<file path="src/rtl/mem_stage_lsu_pkg.sv">
// rtl/mem_stage_lsu_pkg.sv - shared state encodings and datapath widths for the memory stage
package mem_stage_lsu_pkg;

  localparam int REG_W  = 5;
  localparam int DATA_W = 32;

  typedef enum logic [1:0] {
    LSU_IDLE = 2'd0,
    LSU_REQ  = 2'd1,
    LSU_WAIT = 2'd2
  } lsu_state_e;

endpackage

</file>
<file path="src/rtl/mem_stage_lsu_if.sv">
// rtl/mem_stage_lsu_if.sv - EX, data-memory and write-back signal bundle for the memory stage
interface mem_stage_lsu_if
  import mem_stage_lsu_pkg::*;
#(
  parameter int ADDR_W = 10
);

  logic              ex_valid;
  logic              ex_ready;
  logic              ex_is_load;
  logic              ex_is_store;
  logic              ex_reg_write;
  logic [DATA_W-1:0] ex_result;
  logic [DATA_W-1:0] ex_store_data;
  logic [REG_W-1:0]  ex_rd;

  logic              dmem_req_valid;
  logic              dmem_req_ready;
  logic              dmem_we;
  logic [ADDR_W-1:0] dmem_addr;
  logic [DATA_W-1:0] dmem_wdata;
  logic              dmem_rvalid;
  logic [DATA_W-1:0] dmem_rdata;

  logic              wb_valid;
  logic              wb_we;
  logic [REG_W-1:0]  wb_rd;
  logic [DATA_W-1:0] wb_data;
  logic              err;

  // slave: the memory stage itself; master: EX, data memory and write-back around it
  modport slave (
    input  ex_valid, ex_is_load, ex_is_store, ex_reg_write, ex_result, ex_store_data, ex_rd,
    input  dmem_req_ready, dmem_rvalid, dmem_rdata,
    output ex_ready, dmem_req_valid, dmem_we, dmem_addr, dmem_wdata,
    output wb_valid, wb_we, wb_rd, wb_data, err
  );

  modport master (
    output ex_valid, ex_is_load, ex_is_store, ex_reg_write, ex_result, ex_store_data, ex_rd,
    output dmem_req_ready, dmem_rvalid, dmem_rdata,
    input  ex_ready, dmem_req_valid, dmem_we, dmem_addr, dmem_wdata,
    input  wb_valid, wb_we, wb_rd, wb_data, err
  );

endinterface

</file>
<file path="src/rtl/lsu_timeout_ctr.sv">
// rtl/lsu_timeout_ctr.sv - load-response watchdog; expired flags the last permitted WAIT cycle
module lsu_timeout_ctr #(
  parameter int TIMEOUT_CYC = 255
) (
  input  logic clk,
  input  logic rst_n,
  input  logic clear,
  input  logic enable,
  output logic expired
);

  localparam int CW = $clog2(TIMEOUT_CYC + 1);

  logic [CW-1:0] count;

  always_ff @(posedge clk or negedge rst_n) begin
    if (!rst_n) begin
      count <= '0;
    end else if (clear) begin
      count <= '0;
    end else if (enable && (count != CW'(TIMEOUT_CYC))) begin
      count <= count + 1'b1;
    end
  end

  // count holds the number of WAIT cycles already spent, so TIMEOUT_CYC-1 marks the final one
  assign expired = enable && (count == CW'(TIMEOUT_CYC - 1));

endmodule

</file>
<file path="src/rtl/mem_stage_lsu.sv">
// rtl/mem_stage_lsu.sv - memory stage: LW/SW handshake to data memory, pass-through for ALU ops
module mem_stage_lsu
  import mem_stage_lsu_pkg::*;
#(
  parameter int ADDR_W      = 10,
  parameter int DEPTH_WORDS = 1024,
  parameter int TIMEOUT_CYC = 255
) (
  input logic            clk,
  input logic            rst_n,
  mem_stage_lsu_if.slave bus
);

  lsu_state_e state_q, state_d;

  logic [ADDR_W-1:0] addr_q;
  logic [DATA_W-1:0] wdata_q;
  logic [REG_W-1:0]  rd_q;
  logic              we_q;

  logic              wb_valid_q, wb_we_q, err_q;
  logic [REG_W-1:0]  wb_rd_q;
  logic [DATA_W-1:0] wb_data_q;

  logic              capture;
  logic              beat, beat_we, beat_err, beat_upd;
  logic [REG_W-1:0]  beat_rd;
  logic [DATA_W-1:0] beat_data;
  logic              ctr_clear, ctr_en, expired;
  logic              addr_ok, is_mem, bad_op;

  // full-width unsigned compare so high garbage bits can never alias a legal word
  assign addr_ok = (bus.ex_result < 32'(DEPTH_WORDS));
  assign is_mem  = bus.ex_is_load | bus.ex_is_store;
  assign bad_op  = (bus.ex_is_load & bus.ex_is_store) | !addr_ok;

  always_ff @(posedge clk or negedge rst_n) begin
    if (!rst_n) begin
      state_q <= LSU_IDLE;
    end else begin
      state_q <= state_d;
    end
  end

  always_comb begin
    state_d   = state_q;
    capture   = 1'b0;
    beat      = 1'b0;
    beat_we   = 1'b0;
    beat_err  = 1'b0;
    beat_upd  = 1'b0;
    beat_rd   = rd_q;
    beat_data = bus.ex_result;
    ctr_clear = 1'b0;
    case (state_q)
      LSU_IDLE: begin
        if (bus.ex_valid) begin
          if (!is_mem) begin
            beat      = 1'b1;
            beat_we   = bus.ex_reg_write;
            beat_upd  = 1'b1;
            beat_rd   = bus.ex_rd;
            beat_data = bus.ex_result;
          end else if (bad_op) begin
            beat     = 1'b1;
            beat_err = 1'b1;
          end else begin
            capture = 1'b1;
            state_d = LSU_REQ;
          end
        end
      end
      LSU_REQ: begin
        if (bus.dmem_req_ready) begin
          if (we_q) begin
            beat    = 1'b1;
            state_d = LSU_IDLE;
          end else begin
            ctr_clear = 1'b1;
            state_d   = LSU_WAIT;
          end
        end
      end
      LSU_WAIT: begin
        // a response on the expiring cycle still counts as a successful load
        if (bus.dmem_rvalid) begin
          beat      = 1'b1;
          beat_we   = 1'b1;
          beat_upd  = 1'b1;
          beat_data = bus.dmem_rdata;
          state_d   = LSU_IDLE;
        end else if (expired) begin
          beat     = 1'b1;
          beat_err = 1'b1;
          state_d  = LSU_IDLE;
        end
      end
      default: state_d = LSU_IDLE;
    endcase
  end

  assign ctr_en = (state_q == LSU_WAIT);

  lsu_timeout_ctr #(
    .TIMEOUT_CYC(TIMEOUT_CYC)
  ) u_timeout (
    .clk    (clk),
    .rst_n  (rst_n),
    .clear  (ctr_clear),
    .enable (ctr_en),
    .expired(expired)
  );

  always_ff @(posedge clk or negedge rst_n) begin
    if (!rst_n) begin
      addr_q  <= '0;
      wdata_q <= '0;
      rd_q    <= '0;
      we_q    <= 1'b0;
    end else if (capture) begin
      addr_q  <= bus.ex_result[ADDR_W-1:0];
      wdata_q <= bus.ex_store_data;
      rd_q    <= bus.ex_rd;
      we_q    <= bus.ex_is_store;
    end
  end

  // wb_rd/wb_data only move on beats that carry a result; store and error beats leave them alone
  always_ff @(posedge clk or negedge rst_n) begin
    if (!rst_n) begin
      wb_valid_q <= 1'b0;
      wb_we_q    <= 1'b0;
      err_q      <= 1'b0;
      wb_rd_q    <= '0;
      wb_data_q  <= '0;
    end else begin
      wb_valid_q <= beat;
      wb_we_q    <= beat & beat_we;
      err_q      <= beat & beat_err;
      if (beat_upd) begin
        wb_rd_q   <= beat_rd;
        wb_data_q <= beat_data;
      end
    end
  end

  assign bus.ex_ready       = (state_q == LSU_IDLE);
  assign bus.dmem_req_valid = (state_q == LSU_REQ);
  assign bus.dmem_we        = we_q;
  assign bus.dmem_addr      = addr_q;
  assign bus.dmem_wdata     = wdata_q;
  assign bus.wb_valid       = wb_valid_q;
  assign bus.wb_we          = wb_we_q;
  assign bus.wb_rd          = wb_rd_q;
  assign bus.wb_data        = wb_data_q;
  assign bus.err            = err_q;

endmodule

</file>
<file path="src/flat_wrapper.sv">
// flat-port wrapper written by rule: the top's interface ports become plain ports
module mem_stage_lsu_flat import mem_stage_lsu_pkg::*;
#(
  parameter int ADDR_W      = 10,
  parameter int DEPTH_WORDS = 1024,
  parameter int TIMEOUT_CYC = 255
)
  (clk, rst_n, bus_ex_valid, bus_ex_is_load, bus_ex_is_store, bus_ex_reg_write, bus_ex_result, bus_ex_store_data, bus_ex_rd, bus_dmem_req_ready, bus_dmem_rvalid, bus_dmem_rdata, bus_ex_ready, bus_dmem_req_valid, bus_dmem_we, bus_dmem_addr, bus_dmem_wdata, bus_wb_valid, bus_wb_we, bus_wb_rd, bus_wb_data, bus_err);
  mem_stage_lsu_if #(.ADDR_W(ADDR_W)) bus_i ();
  input logic clk;
  input logic rst_n;
  input wire logic [$bits(bus_i.ex_valid)-1:0] bus_ex_valid;
  input wire logic [$bits(bus_i.ex_is_load)-1:0] bus_ex_is_load;
  input wire logic [$bits(bus_i.ex_is_store)-1:0] bus_ex_is_store;
  input wire logic [$bits(bus_i.ex_reg_write)-1:0] bus_ex_reg_write;
  input wire logic [$bits(bus_i.ex_result)-1:0] bus_ex_result;
  input wire logic [$bits(bus_i.ex_store_data)-1:0] bus_ex_store_data;
  input wire logic [$bits(bus_i.ex_rd)-1:0] bus_ex_rd;
  input wire logic [$bits(bus_i.dmem_req_ready)-1:0] bus_dmem_req_ready;
  input wire logic [$bits(bus_i.dmem_rvalid)-1:0] bus_dmem_rvalid;
  input wire logic [$bits(bus_i.dmem_rdata)-1:0] bus_dmem_rdata;
  output wire logic [$bits(bus_i.ex_ready)-1:0] bus_ex_ready;
  output wire logic [$bits(bus_i.dmem_req_valid)-1:0] bus_dmem_req_valid;
  output wire logic [$bits(bus_i.dmem_we)-1:0] bus_dmem_we;
  output wire logic [$bits(bus_i.dmem_addr)-1:0] bus_dmem_addr;
  output wire logic [$bits(bus_i.dmem_wdata)-1:0] bus_dmem_wdata;
  output wire logic [$bits(bus_i.wb_valid)-1:0] bus_wb_valid;
  output wire logic [$bits(bus_i.wb_we)-1:0] bus_wb_we;
  output wire logic [$bits(bus_i.wb_rd)-1:0] bus_wb_rd;
  output wire logic [$bits(bus_i.wb_data)-1:0] bus_wb_data;
  output wire logic [$bits(bus_i.err)-1:0] bus_err;
  assign bus_i.ex_valid = bus_ex_valid;
  assign bus_i.ex_is_load = bus_ex_is_load;
  assign bus_i.ex_is_store = bus_ex_is_store;
  assign bus_i.ex_reg_write = bus_ex_reg_write;
  assign bus_i.ex_result = bus_ex_result;
  assign bus_i.ex_store_data = bus_ex_store_data;
  assign bus_i.ex_rd = bus_ex_rd;
  assign bus_i.dmem_req_ready = bus_dmem_req_ready;
  assign bus_i.dmem_rvalid = bus_dmem_rvalid;
  assign bus_i.dmem_rdata = bus_dmem_rdata;
  assign bus_ex_ready = bus_i.ex_ready;
  assign bus_dmem_req_valid = bus_i.dmem_req_valid;
  assign bus_dmem_we = bus_i.dmem_we;
  assign bus_dmem_addr = bus_i.dmem_addr;
  assign bus_dmem_wdata = bus_i.dmem_wdata;
  assign bus_wb_valid = bus_i.wb_valid;
  assign bus_wb_we = bus_i.wb_we;
  assign bus_wb_rd = bus_i.wb_rd;
  assign bus_wb_data = bus_i.wb_data;
  assign bus_err = bus_i.err;
  mem_stage_lsu #(.ADDR_W(ADDR_W), .DEPTH_WORDS(DEPTH_WORDS), .TIMEOUT_CYC(TIMEOUT_CYC)) u_core (.clk(clk), .rst_n(rst_n), .bus(bus_i));
endmodule
</file>
<file path="config.mk">
export PLATFORM = sky130hd
export DESIGN_NAME = mem_stage_lsu_flat
export DESIGN_NICKNAME = d
export VERILOG_FILES = /design/src/rtl/mem_stage_lsu_pkg.sv /design/src/rtl/mem_stage_lsu_if.sv /design/src/rtl/lsu_timeout_ctr.sv /design/src/rtl/mem_stage_lsu.sv /design/src/flat_wrapper.sv
export SDC_FILE = /design/constraint.sdc
export NUM_CORES = 1
export LEC_CHECK = 0
export ABC_CLOCK_PERIOD_IN_PS = 4250
export CAP_MARGIN = 20
export CELL_PAD_IN_SITES_DETAIL_PLACEMENT = 0
export CELL_PAD_IN_SITES_GLOBAL_PLACEMENT = 2
export CORE_MARGIN = 2
export CORE_UTILIZATION = 27
export CTS_BUF_LIST = sky130_fd_sc_hd__clkbuf_8
export CTS_CLUSTER_DIAMETER = 100
export DETAILED_ROUTE_END_ITERATION = 8
export PLACE_DENSITY = 0.85
export SYNTH_ARGS = -nofsm -noshare
export SYNTH_HDL_FRONTEND = slang
export SYNTH_HIERARCHICAL = 1
export SYNTH_SLANG_ARGS = --single-unit
</file>
<file path="constraint.sdc">
create_clock -name clk -period 4.25 [get_ports clk]
set_input_delay 0.6375 -clock clk [delete_from_list [all_inputs] [get_ports clk]]
set_output_delay 0.6375 -clock clk [all_outputs]
set_load 0.02 [all_outputs]
</file>
## Word level (Yosys, flattened, before mapping)

Index checks and enable logic that the tools add are counted.
Widths: inputs -> output; s select.

- Bitwise gates (word level): 5
- Multiplexer cells: 41
- Reduce and logical (&&, ||, !) cells: 6
- Equal/unequal tests: 9
- $lt $le $gt $ge: 1
- Add/sub/neg operators: 1

Operators by type and width:

| operator | count |
|---|---|
| $mux 32 | 2 |
| $lt 32x11->1 const B | 1 |
| $mux 1 | 22 |
| $mux 8 | 2 |
| $mux 5 | 3 |
| $mux 2 | 7 |
| $add 8x1->8 const B | 1 |
| $eq 8x8->1 const B | 1 |
| $ne 8x8->1 const B | 1 |
| $ne 2x2->1 const B | 3 |
| $pmux 1 s2 | 3 |
| $pmux 2 s3 | 1 |
| $reduce_and 5->1 | 1 |
| $and 1x1->1 | 3 |
| $ne 3x2->1 const B | 1 |
| $pmux 1 s3 | 1 |
| $eq 2x1->1 const B | 1 |
| $eq 2x2->1 const B | 1 |
| $logic_and 1x1->1 | 2 |
| $logic_not 2->1 | 1 |
| $ne 2x1->1 const B | 1 |
| $or 1x1->1 | 2 |
| $reduce_bool 2->1 | 1 |
| $logic_not 1->1 | 1 |

- Input port bits: 109
- Register bits: 98

## Logic depth before layout (Yosys ltp)

Gate-level depths: netlist of the first run.

- Depth in word-level cells: 8
- Mapped depth: 6

## Cells and area by module

The synthesis of the first run kept the hierarchy.

By module, submodules not included:

| module | times used | cells an instance | seq. area each (µm²) | area an instance (µm²) |
|---|---|---|---|---|
| mem_stage_lsu | 1 | 297 | 2,252.2 | 3,622.2 |
| lsu_timeout_ctr | 1 | 51 | 200.2 | 500.5 |

## Worst setup path after synthesis of the first run

No wires, ideal clock.

- Path kind: input to register
- Start point: input bus_ex_result[12]
- End point: register u_core.addr_q[0] (netlist: u_core/bus.dmem_addr[0])
- Path slack: 2,112 ps
- Required time: 4,123 ps
- Arrival: 2,010 ps
- Stages: 6
- Cells stage by stage: nor4_1 -> nand4_1 -> nor4_4 -> buf_6 -> buf_6 -> mux2_1

- Longest elaborated chain between the ends: 7

Ends and longest elaborated chain:

| item | line | text |
|---|---|---|
| start: declaration | flat_wrapper.sv:16 | `input wire logic [$bits(bus_i.ex_result)-1:0] bus_ex_result;` |
| $lt 32x11->1 | mem_stage_lsu.sv:33 | `assign addr_ok = (bus.ex_result < 32'(DEPTH_WORDS));` |
| $logic_not 1->1 | mem_stage_lsu.sv:35 | `assign bad_op = (bus.ex_is_load & bus.ex_is_store) \| !addr_ok;` |
| $or 1x1->1 | mem_stage_lsu.sv:35 |  |
| $mux 1 | mem_stage_lsu.sv:64 | `end else if (bad_op) begin` |
| $mux 1 | mem_stage_lsu.sv:58 | `if (!is_mem) begin` |
| $mux 1 | mem_stage_lsu.sv:57 | `if (bus.ex_valid) begin` |
| $mux 1 | mem_stage_lsu.sv:55 | `case (state_q)` |
| end signal: assignment | mem_stage_lsu.sv:121 | `addr_q <= bus.ex_result[ADDR_W-1:0];` |
| end: declaration | mem_stage_lsu.sv:16 | `logic [ADDR_W-1:0] addr_q;` |

Every way passes these cells.
A chain may end at the register's enable or synchronous reset.

## Worst setup path after layout of the first run

- Start point: input bus_ex_result[16]
- End point: register u_core.rd_q[0]

- Longest elaborated chain between the ends: 7

Ends and longest elaborated chain:

| item | line | text |
|---|---|---|
| $lt 32x11->1 | mem_stage_lsu.sv:33 |  |
| $logic_not 1->1 | mem_stage_lsu.sv:35 |  |
| $or 1x1->1 | mem_stage_lsu.sv:35 |  |
| $mux 1 | mem_stage_lsu.sv:64 |  |
| $mux 1 | mem_stage_lsu.sv:58 |  |
| $mux 1 | mem_stage_lsu.sv:57 |  |
| $mux 1 | mem_stage_lsu.sv:55 |  |
| end signal: assignment | mem_stage_lsu.sv:123 | `rd_q <= bus.ex_rd;` |
| end: declaration | mem_stage_lsu.sv:18 | `logic [REG_W-1:0] rd_q;` |

Every way passes these cells.

==> results.ini, run 1 <==
[power_and_ir_drop]
ir_drop_mv=0.135
p_leak_uw=0.00294
cellPowerDensity_nw_per_um2=329

[global_route]
grt_max_degree=62
grt_util_all_layers=0.152
grt_pass1_wl_microns=19000
antenna_found_initial=0
grt_pass1_vias=3542
grt.overflow.total=0

[placement]
gp_congestion=0.780
port_buffers=193
dp.final_hpwl_microns=8910

[die]
die-area_sq_um=16300
fp.dieW_microns=128
rows=45
start_util=0.274
core-area_sq_um=15000
ios=194
die_h_microns=128

[clocking]
cts_root_buf=clkbuf_8
cts_tree=built
post_cts_buffers=0
clk_pin_slew_ns=0.09
cts_inserted_buffers=9
cts_num_sinks=98
postCtsHoldBufs=0
clk_latency_ns=0.38
cts_resized=0
htreeDepth=3
clk_path_buf_depth=2

[synth]
synthCells=348
synth_ff_type=dfrtp_1
yosys.area.top_type_share=0.595
synthArstFlopShare=1.00
synth.area.top_cells=dfrtp_1 59%, mux2_2 11%, o22ai_1 5.8%
ys.warnings.count=6
synth_area_leader_cell=dfrtp_1
synth-seq-cells=98
synth_edf_count=0
syn_area_sq_um=4120
ys_seq_area_frac=0.595
syn_nets=459
syn_avg_cell_area_sq_um=11.8
synth_cell_type_count=32

[routing]
postRouteAntennaNets=0
route.detailed.drc=0
viasPerCell=4.59
drt-pass1-iter-count=4
drt_iter0_markers=136
wl_per_cell_microns=16.9
vias=3361
drt-total-wl_microns=12400

[sta]
fmaxAchievable_mhz=363
tightest_slew_ns=0.801
hold_violations=0
tns_ns=0
setup_violations=0
rsz0062_at_grt=no
holdWs_ns=0.323
min_period_over_period=0.648
period_needed_ns=2.76
finalMaxSlewViolations=0
finClkSkew_ns=0.0125
relSlewSlack=0.466

[setup_path]
endpoint_kind=flip-flop
cp_max_fo=35
startpoint_type=primary input
slowest_delay_ns=0.49
required_ns=4.52
slowest_stage=nor4_1
worstPathArrival_ns=3.02
critPathBufInv=2
crit_family=simple AND/OR/NAND/NOR gates
path_class=in2reg
crit_chain=clkdlybuf4s50_1 > nor4_1 > nand4_1 > nor4_4 > buf_4 > mux2_2

[flow_run]
cap_violations=0

[final_layout]
final_nets=651
drive_gt1_frac=0.117
diodes=0
area_delta_synth_final_pct=57.4

[hold_path]
hp-class=in2async

[status]
status=finished, final reports clean

[routing by layer]
metal	wire length, microns	GRT usage
met1	5180	0.178
met2	6300	0.265
met3	648	0.0394
met4	252	0.0601
met5	0	0
[cells in the mapped netlist (all sizes together), types with 2 or more instances]
| cell type | number |
|---|---|
| dfrtp | 98 |
| mux2 | 52 |
| inv | 44 |
| a21oi | 40 |
| o22ai | 38 |
| clkbuf | 12 |
| nor2 | 9 |
| buf | 6 |
| nand2 | 6 |
| nor2b | 6 |
| nor4 | 6 |
| a211oi | 5 |
| nand3 | 5 |
| nor3 | 3 |
| and3 | 2 |
| and4 | 2 |
| ha | 2 |
| nand4 | 2 |
| o21ai | 2 |
[worst register-to-register path, delay by kind of cell, from the launching register on]
kind,cells,cell delay [ns]
AO/OA/AOI/OAI,1,0.09
buffers and inverters,2,0.66
flip-flops,1,0.40
AND/OR/NAND/NOR,3,1.01
[per-stage QoR]
| stage | cell area (sq um) | total power, uW | std cells | worst slack [ns] | utilization |
|---|---|---|---|---|---|
| after floorplan | 4120 | 1170 | 348 | 2.11 | - |
| after global placement | 6260 | 1430 | 717 | 1.18 | 0.416 |
| after detailed placement | 6260 | 1440 | 717 | 1.13 | 0.416 |
| after CTS | 6490 | 2170 | 733 | 1.53 | 0.432 |
| after global routing | 6490 | 2240 | 733 | 1.42 | 0.432 |
| final | 6490 | 2130 | 733 | 1.49 | 0.432 |
[cell type report]
cell class | count | area, sq um
fillers | 1395 | 8540
flip-flops and latches | 98 | 2450
repair buffers | 199 | 1990
multi-input cells | 188 | 1420
well taps | 188 | 235
inverters | 44 | 165
clock buffers | 9 | 124
clock inverters | 7 | 110
[report_power, final]
| group | internal, uW | leakage, uW | switching (uW) | total (uW) |
|---|---|---|---|---|
| clock | 386 | 0.000122 | 328 | 714 |
| combinational | 216 | 0.00160 | 186 | 401 |
| sequential | 989 | 0.00122 | 28.6 | 1020 |
[registers in the layout, summed over array words and instances, names as in the netlist]
register,cells
u_core/bus.wb_we,1
u_core/state_q,2
u_core/bus.wb_rd,5
u_core/bus.dmem_we,1
u_core/bus.dmem_addr,10
u_core/bus.wb_valid,1
u_core/bus.err,1
u_core/bus.dmem_wdata,32
u_core/u_timeout/count,8
u_core/bus.wb_data,32
u_core/rd_q,5
[final timing paths]
path                            slack [ns]  cells after the start                  endpoint               startpoint
worst max-delay path                  1.49                      6            u_core/rd_q[0]        bus_ex_result[16]
worst min-delay path                  0.32                      1  u_core/bus.dmem_wdata[3]                    rst_n
worst max register to register        1.98                      6    u_core/bus.wb_data[26]        u_core/state_q[1]
worst min register to register        0.50                      1   u_core/bus.dmem_addr[0]  u_core/bus.dmem_addr[0]
max in group asynchronous             2.91                      2    u_core/bus.wb_data[22]                    rst_n
min in group clk                      0.50                      1   u_core/bus.dmem_addr[0]  u_core/bus.dmem_addr[0]
[layout by cell type (no fill, tap or decap), drive strengths merged]
master / n
bufinv: 3
a41oi: 1
o21ai: 2
and2: 1
and4: 2
nor2: 9
nor2b: 6
mux2: 52
clkdlybuf4s50: 192
nand2b: 1
nor4: 6
a21o: 1
inv: 46
and4bb: 1
clkinv: 1
nor3: 3
dfrtp: 98
o32ai: 1
nand4: 2
buf: 7
a21oi: 40
o2111ai: 1
o22ai: 38
nand3: 5
ha: 2
and3: 2
a211oi: 5
clkbuf: 9
clkinvlp: 1
a31oi: 1
nand2: 6
[logic make-up after synthesis]
logic type / after synthesis / synth area share
muxes: 52 / 0.142
AOI/OAI and AO/OA: 90 / 0.132
DFF: 98 / 0.595
buffers and inverters: 62 / 0.0628
adders and majority gates: 2 / 0.00607
and+or+nand+nor: 44 / 0.0622
Power figures use the tool's default switching activity.
==> run 2: changes to the inputs <==
- ABC_CLOCK_PERIOD_IN_PS: 4250 -> 2300
- CORE_UTILIZATION: 27 -> 23
- PLACE_DENSITY: 0.85 -> 0.77
- clock period: 4.25 -> 2.3 ns (I/O delays scaled with it)
==> run 2 against run 1 <==
  * Design area rose by 3.7%
  * Sequential share of layout area fell by 1.3 points
  * Core utilization fell by 4.5 points
  * Via count rose by 2.8%
  * First-iteration DRC count fell by 11%
==> results.ini, run 2 (synthesis gave the netlist of run 1 again) <==
[status]
status=finished, final reports clean  ; unchanged

[clocking]
post_cts_buffers=0  ; unchanged
cts_tree=built  ; unchanged
htreeDepth=3  ; unchanged
clk_pin_slew_ns=0.10  ; was 0.09 ns
cts_root_buf=clkbuf_8  ; unchanged
clk_latency_ns=0.36  ; was 0.38 ns
cts_inserted_buffers=9  ; unchanged
cts_num_sinks=98  ; unchanged
clk_path_buf_depth=2  ; unchanged

[sta]
period_needed_ns=2.25
min_period_over_period=0.976
holdWs_ns=0.440  ; was 0.323 ns
relSlewSlack=0.700  ; was 0.466
finalMaxSlewViolations=0  ; unchanged
finClkSkew_ns=0.0115  ; was 0.0125 ns
fmaxAchievable_mhz=445
setup_violations=0  ; unchanged
tightest_slew_ns=0.449  ; was 0.801 ns
final.setup.worst_slack_ns=0.0548  ; was 1.49 ns
hold_violations=0  ; unchanged

[routing]
drt-pass1-iter-count=4  ; unchanged
route.detailed.drc=0  ; unchanged
vias=3456  ; was 3,361
wl_per_cell_microns=16.2  ; was 16.9 microns
drt_iter0_markers=121  ; was 136
postRouteAntennaNets=0  ; unchanged
drt-total-wl_microns=12800  ; was 12,400 microns
viasPerCell=4.38  ; was 4.59

[placement]
pre_cts_ws_ns=-0.432  ; was 1.13 ns
gp_congestion=0.723  ; was 0.780
port_buffers=193  ; unchanged
dp.final_hpwl_microns=9390  ; was 8910 microns

[setup_path]
path_class=in2reg  ; unchanged
crit_chain=clkdlybuf4s50_1 > nor4_2 > buf_4 > nand4_1 > nor4_4 > buf_12 > mux2_2  ; was clkdlybuf4s50_1 > nor4_1 > nand4_1 > nor4_4 > buf_4 > mux2_2
startpoint_type=primary input  ; unchanged
worstPathArrival_ns=2.51  ; was 3.02 ns
slowest_stage=clkdlybuf4s50_1  ; was nor4_1
worst-r2r-cell-count=5  ; was 6
crit_cells=7  ; was 6
critPathBufInv=3  ; was 2
slowest_delay_ns=0.44  ; was 0.49 ns
cp_max_fo=34  ; was 35
crit_family=simple AND/OR/NAND/NOR gates  ; unchanged
endpoint_kind=flip-flop  ; unchanged
required_ns=2.57  ; was 4.52 ns

[flow_run]
cap_violations=0  ; unchanged

[final_layout]
final_core_utilization=0.386  ; was 0.432
layout_common_cells=192 x clkdlybuf4s50_1, 98 x dfrtp_1, 46 x inv_1, 40 x a21oi_1, 39 x mux2_2  ; unchanged
diodes=0  ; unchanged
area_delta_synth_final_pct=63.2  ; was 57.4%
final_common_cell=clkdlybuf4s50_1  ; unchanged
num-fill-cells=1713  ; was 1,395
final_nets=670  ; was 651
drive_gt1_frac=0.149  ; was 0.117

[global_route]
grt_max_degree=43  ; was 62
grt_pass1_wl_microns=19100  ; was 19,000 microns
grt_util_all_layers=0.133  ; was 0.152
grt.overflow.total=0  ; unchanged
grt_pass1_vias=3634  ; was 3,542
antenna_found_initial=0  ; unchanged

[power_and_ir_drop]
p_leak_uw=0.00305  ; was 0.00294 uW
ir_drop_mv=0.343  ; was 0.135 mV
cellPowerDensity_nw_per_um2=594  ; was 329 nW/um^2

[die]
die_h_microns=138  ; was 128 microns
rows=48  ; was 45
start_util=0.237  ; was 0.274
ios=194  ; unchanged
fp.dieW_microns=138  ; was 128 microns
core-area_sq_um=17400  ; was 15,000 sq um
die-area_sq_um=19000  ; was 16,300 sq um

[hold_path]
hp-class=in2async  ; unchanged

## run 2: worst register-to-register path, delay by kind of cell, from the launching register on
| family | cells | cell delay, ns |
|---|---|---|
| buffers and inverters | 1 | 0.25 |
| and+or+nand+nor | 3 | 0.68 |
| muxes | 1 | 0.41 |
| DFF | 1 | 0.40 |
## run 2: metal layers
| metal | vias up | global-route usage | share of wire |
|---|---|---|---|
| met1 | 1694 | 0.159 | 0.42 |
| met2 | 97 | 0.229 | 0.49 |
| li1 | 1653 | - | - |
| met5 | - | 0 | 0 |
| met4 | 0 | 0.0510 | 0.016 |
| met3 | 12 | 0.0336 | 0.066 |
## run 2: area by class of cell
cell class | instances | area [sq um] | share of cell area
Timing Repair Buffer | 218 | 2160 | 0.321
Clock inverter | 7 | 115 | 0.0171
Tap cell | 225 | 282 | 0.0418
Clock buffer | 9 | 124 | 0.0184
Inverter | 44 | 165 | 0.0245
Sequential cell | 98 | 2450 | 0.365
Multi-Input combinational cell | 188 | 1430 | 0.212
## run 2: timing repair
item,CTS,global route
endpoints found under the hold margin,30,0
hold buffers,1,0
pin swaps,0,0
endpoints found under the setup margin,11,6
resized for setup,2,1
## run 2: through the flow
| step | instance area, sq um | setup TNS [ns] | instances | power, uW |
|---|---|---|---|---|
| 2_1_floorplan | 4120 | 0 | 348 | 2160 |
| 3_3_place_gp | 6460 | -17.15 | 772 | 2680 |
| 3_5_place_dp | 6460 | -19.66 | 772 | 2690 |
| 4_1_cts | 6720 | 0 | 789 | 4090 |
| 5_1_grt | 6730 | -0.0227 | 789 | 4210 |
| 6_report | 6730 | 0 | 789 | 4000 |
## run 2: final timing paths
path,slack [ns],endpoint,from
min in group clk,0.50,u_core/bus.dmem_addr[4],u_core/bus.dmem_addr[4]
min reg2reg,0.50,u_core/bus.dmem_addr[4],u_core/bus.dmem_addr[4]
min,0.44,u_core/bus.dmem_wdata[30],rst_n
max in group asynchronous,1.11,u_core/bus.dmem_wdata[20],rst_n
max,0.05,u_core/bus.dmem_wdata[27],bus_ex_result[12]
max reg2reg,0.47,u_core/bus.dmem_wdata[27],u_core/state_q[0]
## run 2: power by group
group          switching, uW  internal, uW  total (uW)
Sequential              52.8          1830        1880
Clock                    626           724        1350
Combinational            350           416         766
Total                   1030          2970        4000
